**src/rtl/pkt_handler.sv**
```systemverilog
// Vehicle-node packet receiver: collects 4-byte frames, filters on vehicle ID,
// delivers DATA payloads and latches a sticky KILL command.
module pkt_handler #(
    parameter logic [7:0] BCAST_ID     = 8'hFF,
    parameter logic [7:0] OP_DATA      = 8'h00,
    parameter logic [7:0] OP_KILL      = 8'hFF,
    parameter int         IDLE_TIMEOUT = 16
) (
    input  logic        clk,
    input  logic        rst,
    input  logic [7:0]  veh_id,
    input  logic [7:0]  rx_frame,
    input  logic        rx_valid,
    output logic        rx_ready,
    output logic [15:0] data,
    output logic        data_valid,
    output logic        kill
);

    typedef enum logic [2:0] {
        S_B0,
        S_B1,
        S_B2,
        S_B3,
        S_PROC
    } state_t;

    localparam int CW = $clog2(IDLE_TIMEOUT + 1);

    state_t        state;
    state_t        next_state;
    logic [CW-1:0] idle_cnt;
    logic [7:0]    dest;
    logic [7:0]    opcode;
    logic [7:0]    pay_hi;
    logic [7:0]    pay_lo;
    logic          accept;
    logic          in_frame;
    logic          timeout_hit;
    logic          addr_match;

    assign accept      = rx_valid & rx_ready;
    assign in_frame    = (state == S_B1) || (state == S_B2) || (state == S_B3);
    assign timeout_hit = in_frame && !accept &&
                         (idle_cnt == CW'(IDLE_TIMEOUT - 1));
    assign addr_match  = (dest == veh_id) || (dest == BCAST_ID);

    always_ff @(posedge clk or posedge rst) begin
        if (rst) begin
            state <= S_B0;
        end else begin
            state <= next_state;
        end
    end

    always_comb begin
        next_state = state;
        unique case (state)
            S_B0: if (accept) next_state = S_B1;
            S_B1: begin
                if (accept)           next_state = S_B2;
                else if (timeout_hit) next_state = S_B0;
            end
            S_B2: begin
                if (accept)           next_state = S_B3;
                else if (timeout_hit) next_state = S_B0;
            end
            S_B3: begin
                if (accept)           next_state = S_PROC;
                else if (timeout_hit) next_state = S_B0;
            end
            S_PROC:  next_state = S_B0;
            default: next_state = S_B0;
        endcase
    end

    // Ready is registered so the PROC cycle is a single guaranteed stall.
    always_ff @(posedge clk or posedge rst) begin
        if (rst) begin
            rx_ready <= 1'b0;
            idle_cnt <= '0;
        end else begin
            rx_ready <= (next_state != S_PROC);
            if (accept || !in_frame || timeout_hit) begin
                idle_cnt <= '0;
            end else begin
                idle_cnt <= idle_cnt + 1'b1;
            end
        end
    end

    always_ff @(posedge clk or posedge rst) begin
        if (rst) begin
            dest   <= 8'h00;
            opcode <= 8'h00;
            pay_hi <= 8'h00;
            pay_lo <= 8'h00;
        end else if (accept) begin
            unique case (state)
                S_B0:    dest   <= rx_frame;
                S_B1:    opcode <= rx_frame;
                S_B2:    pay_hi <= rx_frame;
                S_B3:    pay_lo <= rx_frame;
                default: ;
            endcase
        end
    end

    always_ff @(posedge clk or posedge rst) begin
        if (rst) begin
            data       <= 16'h0000;
            data_valid <= 1'b0;
            kill       <= 1'b0;
        end else begin
            data_valid <= 1'b0;
            if (state == S_PROC && addr_match) begin
                if (opcode == OP_DATA && !kill) begin
                    data       <= {pay_hi, pay_lo};
                    data_valid <= 1'b1;
                end else if (opcode == OP_KILL) begin
                    kill <= 1'b1;
                end
            end
        end
    end

endmodule

```
**config.mk**
```make
export PLATFORM = sky130hd
export DESIGN_NAME = pkt_handler
export DESIGN_NICKNAME = d
export VERILOG_FILES = /design/src/rtl/pkt_handler.sv
export SDC_FILE = /design/constraint.sdc
export NUM_CORES = 1
export LEC_CHECK = 0
export CORE_ASPECT_RATIO = 0.8
export CORE_MARGIN = 5
export CORE_UTILIZATION = 47
export CTS_CLUSTER_DIAMETER = 30
export DETAILED_ROUTE_END_ITERATION = 12
export PLACE_DENSITY = 0.78
export SYNTH_ARGS = -nofsm -noshare
export SYNTH_HDL_FRONTEND = slang
export SYNTH_SLANG_ARGS = --single-unit
```
**constraint.sdc**
```tcl
create_clock -name clk -period 1.8 [get_ports clk]
set_input_delay 0.45 -clock clk [delete_from_list [all_inputs] [get_ports clk]]
set_output_delay 0.45 -clock clk [all_outputs]
set_load 0.01 [all_outputs]
```
# After elaboration in Yosys (flattened, before gate mapping)
# Cells that the tools add are included.
# word_totals
regBits,59
latch_bits,0
ramBits,0
romBits,0
in_bits,19
elab_cells,51
mem_count,0
# op_classes
addsub,1
multipliers,0
div_mod_pow,0
n_lt_le_gt_ge,0
n_eq_ne,9
shifts,0
muxes,9
bitwise_logic,2
n_reduce_logical,20
# ops
op,n
$eq 8x8->1 const B,2
$mux 3,5
$pmux 3 s4,1
$reduce_and 2->1,5
$eq 8x8->1,1
$logic_not 8->1,1
$eq 3x2->1 const B,2
$add 5x1->5 const B,1
$eq 5x4->1 const B,1
$logic_or 1x1->1,5
$mux 5,1
$logic_and 1x1->1,4
$eq 3x1->1 const B,1
$eq 3x3->1 const B,1
$logic_not 1->1,3
$logic_not 3->1,1
$ne 3x3->1 const B,1
$reduce_and 3->1,1
$mux 1,2
$and 1x1->1,1
$not 1->1,1

# Logic depth before layout (Yosys ltp)
# depth
ltp_word,9
depth_mapped,6
depth_no_buf,6

# Worst setup path before layout
# OpenSTA, ideal clock, no wires.
# synth_timing
path_type,input port to flip-flop
from,in veh_id[2]
to,reg data[0]
setup_time_ns,0.125
arrival_ns,1.832
required_time_ns,1.675
path_slack_ns,-0.157
path_stages,6
path_buffers,1
path_cell_list,xor2_1 -> nor4_1 -> a21oi_1 -> nor3_4 -> buf_6 -> mux2_2
# synth_via
elab_chain_len,4
# synth_rtl
item,line,source
start: declaration,11,"input logic [7:0] veh_id,"
$eq 8x8->1,46,assign addr_match = (dest == veh_id) || (dest == BCAST_ID);
$logic_or 1x1->1,46,
$logic_and 1x1->1,116,if (state == S_PROC && addr_match) begin
$reduce_and 2->1 (no source line),-,
end signal: assignment,118,"data <= {pay_hi, pay_lo};"
end: declaration,15,"output logic [15:0] data,"
# No other way between the ends.
# A chain may end at the register's enable or synchronous reset.

# Worst setup path in the final report
# layout_timing
from,reg dest[5]
to,reg data[9]
# layout_via
elab_chain_len,4
word_cells_on_any_way,5
classes_between,eq/ne: 2; reduce/logical: 3
# layout_rtl
item,line,source
start: declaration,33,logic [7:0] dest;
start signal: assignment,100,S_B0: dest <= rx_frame;
$eq 8x8->1,46,
$logic_or 1x1->1 *,46,
$logic_and 1x1->1 *,116,
$reduce_and 2->1 (no source line) *,-,
# Mark *: on every way between the ends. The rest lies on a longest branch, timed or not.

==> run_results.csv <==
group,metric,value,unit
synth,yosys.cell_types.count,21,
die,initial_utilization,0.480,
timing,setup_viol,1,
setup_path,crit_type,"reg2reg",
status,run_status,"finished, violations left",
pwr,finalPower,0.00468,W
layout,antenna_cells,0,
clock_network,numClockSinks,59,
die,die-area,6590,um2
die,dieHeight,73.6,um
run,maxCapViolCount,0,
setup_path,crit_slowest_cell,"dfrtp_1",
synth,yosysSeqAreaShare,0.621,
synth,avgSynthCellArea,14.4,um2
placed_design,io_buffers,37,
timing,worstMarginPinSlew,0.430,ns
clock_network,cts_root_buf,"clkbuf_8",
min_path,hold_path_class,"in2async",
route,drt-total-wl,5210,um
route,wl_met3,269,um
synth,yosysTopAreaCellShare,0.621,
pwr,leakagePower,1.50,nW
clock_network,clk_pin_slew_worst_paths,0.06,ns
clock_network,clk_latency,0.34,ns
route,first_pass_iters,4,
synth,ys_warn_count,0,
route,maxUsedRoutingLayer,"met4",
layout,mostFrequentLayoutCells,"59 x dfrtp_1, 32 x mux2_2, 30 x clkdlybuf4s50_1",
timing,setup_slack,-0.000903,ns
route,vias,1527,
setup_path,start_kind,"register",
grt,grt_pass1_wl,8450,um
route,drc_errors,0,
pwr,ir_drop,0.000728,V
route,drtIter0Drc,77,
layout,nets,252,
layout,drive_above_1_share,0.381,
synth,syn_area,2380,um2
timing,timing_hold_violations_final,0,
synth,synth_top_cell_by_area,"dfrtp_1",
route,met1Wirelength,2410,um
grt,antenna_found_initial,0,
timing,report.final.slew_viol_count,0,
layout,final_common_cell,"dfrtp_1",
status,violations,"negative setup slack",
die,die_x,89.5,um
clock_network,htreeDepth,3,
route,avgViaCountPerCell,5.12,
die,design.core.area,4950,um2
synth,ys_seq_elements,59,
setup_path,worst_ep_required_time,2.01,ns
layout,final_util,0.669,
grt,grt_overflow,0,
setup_path,critPathBufInv,1,
timing,slew_headroom,0.713,
setup_path,worst_setup_path_end_kind,"register",
die,io_pins,38,
die,rows,23,
setup_path,arrival,2.02,ns
synth,synthCells,165,
clock_network,clockBufferDepth,2,
setup_path,path_max_fanout,8,
clock_network,cts_buffers,9,
timing,fmax,555,MHz
placed_design,routabilityCongestion,0.749,
timing,skew,0.00808,ns
grt,grt_use_total,0.180,
grt,grt_pass1_vias,1670,
timing,finalCritPeriodShare,1.00,
placed_design,place_hpwl,3370,um
setup_path,crit_chain,"xor2_1 -> nor4_2 -> a21oi_2 -> nor3_4 -> buf_6 -> mux2_4",
synth,synth_nets,186,
grt,grt_max_degree,27,
synth,yosys-top-cells-area,"dfrtp_1 62%, mux2_2 23%, xor2_1 3.3%",
clock_network,cts_tree,"built",
route,wl_met2,2490,um
timing,finalCriticalPeriod,1.80,ns
route,postRouteAntennaNets,0,
clock_network,hold_buffers,0,
setup_path,cpPeakStageDelay,0.40,ns
layout,syn2layout_area_growth,39.4,%
pwr,power.density,1410,nW/um2
timing,rsz0062_at_grt,"true",
setup_path,path_delay_family,"simple AND/OR/NAND/NOR gates",
route,wire_per_inst,17.5,um
[worst register-to-register path, cell delays in order (launching register included)]
cell     delay (ns)
dfrtp_1        0.40
xor2_1         0.15
nor4_2         0.30
a21oi_2        0.13
nor3_4         0.17
buf_6          0.20
mux2_4         0.32
[final cells by class]
type                       instances  area, um2
inverter                           4       18.8
sequential                        59       1480
clock inverter                     5        100
clock buffer                      11        141
timing repair buffer              57        544
tap                               62       77.6
fill                             377       1640
multi-input combinational        100        955
[logic make-up (layout without fill, tap and decap cells)]
| family | count (synthesis) | after routing | share of synthesized area |
|---|---|---|---|
| xor+xnor | 10 | 10 | 0.0368 |
| mux | 48 | 48 | 0.227 |
| compound gates | 6 | 6 | 0.0158 |
| flops | 59 | 59 | 0.621 |
| buf+inv | 6 | 77 | 0.0126 |
| simple gates | 34 | 34 | 0.0758 |
| fa+ha+maj | 2 | 2 | 0.0105 |
[cell usage after synthesis, drive strengths merged]
master,n
nand3,3
nand2,5
xor2,9
nor4,3
and3,2
ha,2
a211oi,1
nor3,3
buf,1
nor4b,1
dfrtp,59
a21oi,3
xnor2,1
nor2,13
inv,4
clkbuf,1
o41ai,1
mux2,48
a31oi,1
nand4,4
[timing repair]
action | in CTS | in global routing
setup buffers | 3 | 2
endpoints found under the hold margin | 0 | 0
setup endpoints to repair | 16 | 17
gates resized for setup | 27 | 3
pin swaps | 9 | 5
cloned | 1 | 0
[worst paths after layout]
path                              from           to  slack, ns  cells past startpoint
min                                rst    pay_lo[1]       0.47                      2
min reg2reg                idle_cnt[0]  idle_cnt[0]       0.47                      1
min in group clk           idle_cnt[0]  idle_cnt[0]       0.47                      1
max                            dest[5]      data[9]    -0.0009                      6
max in group asynchronous          rst    opcode[2]       0.88                      3
max reg2reg                    dest[5]      data[9]    -0.0009                      6
[registers in the layout, summed over array words and instances (netlist names)]
signal and cells:
opcode 8, kill 1, data_valid 1, data 16
dest 8, idle_cnt 5, pay_lo 8, pay_hi 8
state 3, rx_ready 1
[report_power, final]
group | internal (W) | switching, W
clock | 0.000953 | 0.000497
combinational | 0.000701 | 0.000473
sequential | 0.00176 | 0.000301
[through the flow]
stage | setup slack [ns] | setup TNS, ns | hold slack, ns | area (um2) | instances
3_5_place_dp | -0.509 | -13.33 | 0.459 | 2970 | 278
5_1_grt | -0.112 | -1.62 | 0.486 | 3310 | 298
6_report | -0.000903 | -0.000903 | 0.470 | 3310 | 298
4_1_cts | -0.135 | -1.98 | 0.463 | 3330 | 298
3_3_place_gp | -0.495 | -12.62 | 0.453 | 2970 | 278
2_1_floorplan | -0.0859 | -0.859 | 0.433 | 2380 | 165
[metal layers]
layer  vias up  global-route usage
li1        719                   -
met1       768               0.241
met2        36               0.275
met3         4              0.0617
met4         0              0.0645
met5         -                   0
(Power assumes the default switching activity.)
